**config.mk**
```make
export PLATFORM = sky130hd
export DESIGN_NAME = s9_univ_reg
export DESIGN_NICKNAME = d
export VERILOG_FILES = /design/src/rtl/s9_pkg.sv /design/src/rtl/s9_univ_reg.sv
export SDC_FILE = /design/constraint.sdc
export NUM_CORES = 1
export LEC_CHECK = 0
export CAP_MARGIN = 40
export CORE_ASPECT_RATIO = 0.75
export CORE_MARGIN = 5
export CORE_UTILIZATION = 39
export CTS_CLUSTER_DIAMETER = 50
export DETAILED_ROUTE_END_ITERATION = 8
export PLACE_DENSITY = 0.86
export SLEW_MARGIN = 30
export SYNTH_ARGS = -nofsm -noshare
export SYNTH_HDL_FRONTEND = slang
export SYNTH_SLANG_ARGS = --single-unit
```
**constraint.sdc**
```tcl
create_clock -name clk -period 2.4 [get_ports clk]
set_input_delay 0.72 -clock clk [delete_from_list [all_inputs] [get_ports clk]]
set_output_delay 0.72 -clock clk [all_outputs]
set_load 0.05 [all_outputs]
```
**src/rtl/s9_pkg.sv**
```systemverilog
// Shared definitions for the s9 universal register: mode encodings and
// the parameter limits.
package s9_pkg;

  localparam int S9_MODE_W    = 3;
  localparam int S9_WIDTH_MIN = 2;
  localparam int S9_WIDTH_MAX = 32;

  typedef enum logic [S9_MODE_W-1:0] {
    MODE_HOLD = 3'b000,
    MODE_LOAD = 3'b001,
    MODE_SHL  = 3'b010,
    MODE_SHR  = 3'b011,
    MODE_ROL  = 3'b100,
    MODE_ROR  = 3'b101,
    MODE_INC  = 3'b110,
    MODE_DEC  = 3'b111
  } s9_mode_e;

endpackage

```
**src/rtl/s9_univ_reg.sv**
```systemverilog
// s9_univ_reg: WIDTH-bit storage / shift / rotate / count register with a
// complementary output, serial chaining taps, a terminal-count flag and a
// one-cycle wrap pulse.
module s9_univ_reg
  import s9_pkg::*;
#(
  parameter int          WIDTH   = 8,
  parameter logic [31:0] RST_VAL = '0
) (
  input  logic             clk,
  input  logic             rst,
  input  logic             en,
  input  logic             clr,
  input  logic [2:0]       mode,
  input  logic [WIDTH-1:0] d,
  input  logic             sin_l,
  input  logic             sin_r,
  output logic [WIDTH-1:0] q,
  output logic [WIDTH-1:0] qb,
  output logic             sout_l,
  output logic             sout_r,
  output logic             tc,
  output logic             wrap
);

  // RST_VAL is given 32 bits wide; only the low WIDTH bits are meaningful.
  localparam logic [WIDTH-1:0] RST_Q = RST_VAL[WIDTH-1:0];
  localparam logic [WIDTH-1:0] ONE   = {{(WIDTH-1){1'b0}}, 1'b1};

  logic [WIDTH-1:0] q_q, q_d;
  logic             wrap_q, wrap_d;
  logic             tc_w;

  // Terminal count: the value the selected count direction is about to wrap from.
  always_comb begin
    tc_w = 1'b0;
    case (mode)
      MODE_INC: tc_w = (q_q == {WIDTH{1'b1}});
      MODE_DEC: tc_w = (q_q == {WIDTH{1'b0}});
      default:  tc_w = 1'b0;
    endcase
  end

  // Next-state selection: clr beats en, en gates every mode operation.
  always_comb begin
    q_d    = q_q;
    wrap_d = 1'b0;
    if (clr) begin
      q_d    = '0;
      wrap_d = 1'b0;
    end else if (en) begin
      wrap_d = tc_w;
      case (mode)
        MODE_HOLD: q_d = q_q;
        MODE_LOAD: q_d = d;
        MODE_SHL:  q_d = {q_q[WIDTH-2:0], sin_r};
        MODE_SHR:  q_d = {sin_l, q_q[WIDTH-1:1]};
        MODE_ROL:  q_d = {q_q[WIDTH-2:0], q_q[WIDTH-1]};
        MODE_ROR:  q_d = {q_q[0], q_q[WIDTH-1:1]};
        MODE_INC:  q_d = q_q + ONE;
        MODE_DEC:  q_d = q_q - ONE;
        default:   q_d = q_q;
      endcase
    end
  end

  // State register; reset forces RST_VAL and drops wrap without a clock.
  always_ff @(posedge clk or posedge rst) begin
    if (rst) begin
      q_q    <= RST_Q;
      wrap_q <= 1'b0;
    end else begin
      q_q    <= q_d;
      wrap_q <= wrap_d;
    end
  end

  assign q      = q_q;
  assign qb     = ~q_q;
  assign sout_l = q_q[WIDTH-1];
  assign sout_r = q_q[0];
  assign tc     = tc_w;
  assign wrap   = wrap_q;

endmodule

```
# --- Yosys cells after proc, flatten, opt, wreduce, memory -nomap -nowiden ---
# Index checks and enable logic that the tools add are counted.
word_totals:
  elab_cells: 24
  register_bits: 9
  output_inout_bits: 20
op_classes:
  n_reduce_logical: 4
  add_sub_neg: 2
  n_eq_ne: 9
  muxes: 6
  n_bitwise: 1
op_table:
  columns: ["cell", "count"]
  rows:
  - ["$pmux W8 S7", 1]
  - ["$mux W8", 2]
  - ["$eq A3 B3 Y1 const B", 4]
  - ["$add A8 B1 Y8 const B", 1]
  - ["$eq A8 B8 Y1 const B", 1]
  - ["$logic_not A8 Y1", 1]
  - ["$not A8 Y8", 1]
  - ["$sub A8 B1 Y8 const B", 1]
  - ["$eq A3 B2 Y1 const B", 2]
  - ["$eq A3 B1 Y1 const B", 1]
  - ["$logic_not A3 Y1", 1]
  - ["$mux W1", 2]
  - ["$ne A2 B2 Y1 const B", 1]
  - ["$pmux W1 S2", 1]
  - ["$reduce_and A2 Y1", 1]
  - ["$reduce_bool A2 Y1", 1]

# --- Longest topological paths before layout ---
depth:
  word_depth: 4
  ltp_mapped: 8

# --- Least setup slack after synthesis ---
# No wires, ideal clock.
synth_timing:
  path_kind: "register -> output"
  from: "reg q_q[1] (netlist: q[1])"
  to: "out tc"
  path_stages_with_launch: 5
  arrival_time_ns: 2.309
  path_slack_ns: -0.629
  n_path_buf: 1
  required_ns: 1.680
  cell_sequence: "dfrtp_1 > buf_6 > or4_4 > or4_4 > a21oi_2"
synth_via:
  elab_chain_len: 2
synth_rtl:
  columns: ["element", "line", "text"]
  rows:
  - ["from (decl)", "s9_univ_reg.sv:30", "logic [WIDTH-1:0] q_q, q_d;"]
  - ["from (signal assigned)", "s9_univ_reg.sv:73", "q_q <= q_d;"]
  - ["$eq A8 B8 Y1 or $logic_not A8 Y1 (tied branches)", "s9_univ_reg.sv:38, s9_univ_reg.sv:39", null]
  - ["$pmux W1 S2 (*)", "s9_univ_reg.sv:37", "case (mode)"]
  - ["to (decl)", "s9_univ_reg.sv:22", "output logic tc,"]
# Mark *: on every way between the ends. The rest lies on a longest branch, timed or not.

# --- Worst setup path after layout ---
layout_timing:
  from: "reg q_q[2] (netlist: q[2])"
  to: "out tc"
# Same word-level chain as after synthesis.

==> key figures <==
Worst hold path
  – Cell depth of the worst min-delay path: 3
  – Worst Min Path Start: q[6]
  – Type of the worst min-delay path: reg -> reg
  – Terminating pin of the worst hold path: q[6]

Place
  – Detailed placer's ending HPWL: 2650 um
  – Final weighted congestion in routability-driven placement: 0.921
  – Number of port buffers: 36

Setup path
  – Depth of the worst register-to-register path: 7
  – CP Data Required Time: 1.68 ns
  – Worst setup EP type: output pin
  – Class of the most critical setup path: reg -> out
  – Crit-path max FO: 2
  – Worst r2r dst: q[2]
  – Origin of the worst setup path: q[2]
  – Worst reg2reg startpoint: q[1]
  – Critical Path Start Type: register
  – Worst Path Arrival: around 2.0 ns
  – Worst-case register-to-register setup slack: 0.52 ns

Synth
  – Number of flops mapped to enable cells by yosys: 0
  – Cell accounting for the most synthesized area: sky130_fd_sc_hd__dfrtp_1
  – Cell Area, Synth: a little under 1000 sq um
  – Biggest area contributors in the synthesized netlist: sky130_fd_sc_hd__dfrtp_1, sky130_fd_sc_hd__or3_1, sky130_fd_sc_hd__nand2b_1
  – Number of warnings reported in the yosys synthesis log: 0
  – Register bit total from synthesis: 9
  – Synthesized netlist cell count: 128
  – Mean post-synth cell area: 7.64 sq um
  – Top FF cell, synth: sky130_fd_sc_hd__dfrtp_1
  – Fraction of registers with async set or reset after synthesis: 100%
  – Number of nets produced by synthesis: between 100 and 150
  – Count of cell types in the netlist: between 40 and 50
  – Yosys top cell area share: 23.0%
  – Post-synthesis sequential area ratio: 23.0%

Global route
  – Pin count of the biggest net entering global routing: 22
  – Vias in the first global route: 1159
  – Total gr overflow: 0
  – Overall routing resource usage: 20.6%
  – Antenna violations before repair: 0
  – Wire length of the first global-routing pass: 5530 um

Timing
  – Worst Max-Slew Pin Slew: around 0.5 ns
  – Setup repair after global routing missed its margin: yes
  – Final count of hold timing violations: 0
  – Final period utilization: 113%
  – Worst slew margin: 66.1%
  – Setup slack after layout: -0.320 ns
  – Finish-stage setup viols: 1
  – Fin Clk Skew: 0.000640 ns
  – Fmax: 368 MHz
  – Final max-slew violation count: 0
  – Minimum clock period after layout: 2.72 ns
  – Tightest hold margin: slightly below 0.7 ns

CTS
  – Clock-pin slew on the worst setup and hold paths: 0.07 ns
  – Clock insertion delay at the later pin of the skew report: 0.28 ns
  – CTS tree: done
  – Clk root buf: sky130_fd_sc_hd__clkbuf_4
  – CTS Buffer Depth: 2
  – Cts bufs inserted: 3
  – Post-CTS setup buffers: 0
  – TritonCTS Sinks: 9
  – Count of hold buffers inserted by post-cts repair: 0
  – Maximum level of the CTS H-tree: 1

Run status
  – Failing checks: setup timing
  – Outcome: finished, violations left

Detailed routing
  – Number of iterations in the first detailed-routing pass: 5
  – Post-DR wirelength/cell: 17.3 um
  – # DRC: 0
  – Count of nets left with antenna violations after detail routing: 0
  – Via count: between 1000 and 1500
  – Routed WL: 3660 um
  – Average vias per placed instance: 6.11
  – Violation count after the first detailed-routing iteration: 128

Pwr
  – Cell leakage power: roughly 0.65 nW
  – Max IR drop VDD: 0.207 mV
  – Overall power consumption: 701 uW
  – Pwr dens: 459 nW/um^2

Floorplan
  – Row count: 15
  – Full die area: between 3000 and 4000 sq um
  – Vertical extent of the die: between 50 and 60 um
  – Horiz. Die Dim: ~68 um
  – Boundary Pins: 37
  – Initial standard-cell utilization of the core: 41.7%
  – Core Box Area: 2350 sq um

Layout
  – Proportion of layout cells with a drive suffix above 1: 28.2%
  – Area growth from synthesis to final layout: 56.1%
  – Fill cell instance count of the final layout: 203
  – Layout Nets: 196
  – Antenna Diode Count: 0

Run
  – Number of maximum-capacitance violations: 0
## worst max-delay path: stages (launching register included)
cell                      delay, ns
sky130_fd_sc_hd__dfrtp_1       0.39
sky130_fd_sc_hd__or4_4         0.55
sky130_fd_sc_hd__or4_4         0.44
sky130_fd_sc_hd__a21oi_4       0.18
sky130_fd_sc_hd__buf_12        0.15
## cell usage after synthesis, types with 3 or more instances
master,count
sky130_fd_sc_hd__nand2b_1,7
sky130_fd_sc_hd__clkbuf_1,8
sky130_fd_sc_hd__o221ai_1,5
sky130_fd_sc_hd__o22ai_1,7
sky130_fd_sc_hd__nand3_1,6
sky130_fd_sc_hd__nor3_1,3
sky130_fd_sc_hd__dfrtp_1,9
sky130_fd_sc_hd__nand2_1,10
sky130_fd_sc_hd__o21ai_0,3
sky130_fd_sc_hd__o21a_1,3
sky130_fd_sc_hd__or3_1,9
sky130_fd_sc_hd__a21oi_1,6
sky130_fd_sc_hd__nor2b_1,4
sky130_fd_sc_hd__inv_1,10
## flip-flops by register name, indices dropped and copies added, names as in the netlist
register  count
wrap          1
q             8
## worst max-delay path by stage
stage / to / slack (ns) / depth (start not counted)
after CTS: tc / -0.31 / 4
after floorplan: tc / -0.30 / 4
final: tc / -0.32 / 4
after global routing: tc / -0.37 / 4
after global placement: tc / -0.46 / 5
after detailed placement: q[2] / -0.55 / 9
## per-layer routing
metal / vias to the layer above / global-route usage, % / part of all wire (%)
li1: 586 / - / -
met1: 599 / 27.1 / 42
met2: 92 / 32.3 / 46
met3: 12 / 5.94 / 10
met4: 0 / 5.94 / 1.9
met5: - / 0 / 0
## placed cells by master, fill, tap and decap left out, types with 2 or more instances in the layout
master                            netlist  final
sky130_fd_sc_hd__nor2b_1                4      3
sky130_fd_sc_hd__nor2_1                 2      2
sky130_fd_sc_hd__a311oi_1               2      2
sky130_fd_sc_hd__or3_1                  9      9
sky130_fd_sc_hd__inv_1                 10     10
sky130_fd_sc_hd__o2111ai_1              2      2
sky130_fd_sc_hd__o221ai_1               5      5
sky130_fd_sc_hd__a41oi_1                2      2
sky130_fd_sc_hd__o21a_1                 3      3
sky130_fd_sc_hd__buf_4                  2     31
sky130_fd_sc_hd__or4_4                  2      2
sky130_fd_sc_hd__nor3_1                 3      3
sky130_fd_sc_hd__dfrtp_2                0      2
sky130_fd_sc_hd__o211ai_1               2      2
sky130_fd_sc_hd__clkdlybuf4s50_1        0     18
sky130_fd_sc_hd__nand3_1                6      5
sky130_fd_sc_hd__dlymetal6s2s_1         0      3
sky130_fd_sc_hd__o22ai_1                7      7
sky130_fd_sc_hd__dfrtp_1                9      7
sky130_fd_sc_hd__clkbuf_4               0      3
sky130_fd_sc_hd__nand2_1               10     10
sky130_fd_sc_hd__nand4_1                2      2
sky130_fd_sc_hd__mux2i_1                2      2
sky130_fd_sc_hd__nand2b_1               7      7
sky130_fd_sc_hd__o32a_1                 2      2
sky130_fd_sc_hd__o221a_2                2      2
sky130_fd_sc_hd__a21oi_1                6      5
sky130_fd_sc_hd__o21ai_0                3      3
## cells by family after synthesis
group | Yosys count | synth area share (%)
simple gates | 52 | 30.8
compound gates | 42 | 32.4
buf+inv | 21 | 9.59
flops | 9 | 23.0
mux | 2 | 2.05
xor+xnor | 1 | 0.895
fa+ha+maj | 1 | 1.28
## power by group
| part | internal [mW] | leakage, nW | switching, mW |
|---|---|---|---|
| combinational | 0.160 | 0.519 | 0.235 |
| sequential | 0.164 | 0.118 | 0.00974 |
| clock | 0.0647 | 0.0150 | 0.0676 |
## layout make-up
type                    count  area (sq um)  share of cell area [%]
repair buffers             56           515                    33.7
inverters                  10          37.5                    2.46
flip-flops and latches      9           228                    14.9
multi-input cells          98           678                    44.4
clock buffers               4          26.3                    1.72
well taps                  34          42.5                    2.78
## per-stage QoR
| stage | std cells | area [sq um] | utilization, % | worst slack [ns] | setup TNS, ns |
|---|---|---|---|---|---|
| 2_1_floorplan | 128 | 990 | - | -0.302 | -0.302 |
| 6_report | 211 | 1530 | 65.1 | -0.320 | -0.320 |
| 4_1_cts | 210 | 1490 | 63.4 | -0.311 | -0.311 |
| 5_1_grt | 211 | 1530 | 65.1 | -0.366 | -0.366 |
| 3_3_place_gp | 206 | 1460 | 62.0 | -0.463 | -2.77 |
| 3_5_place_dp | 206 | 1460 | 62.0 | -0.552 | -3.51 |
## timing repair
action                                  4_1_cts  5_1_grt
gates cloned                                  0        1
pin swaps                                     0        1
gates resized for setup                       3        8
endpoints found under the setup margin        7        5
(Power assumes the default switching activity.)
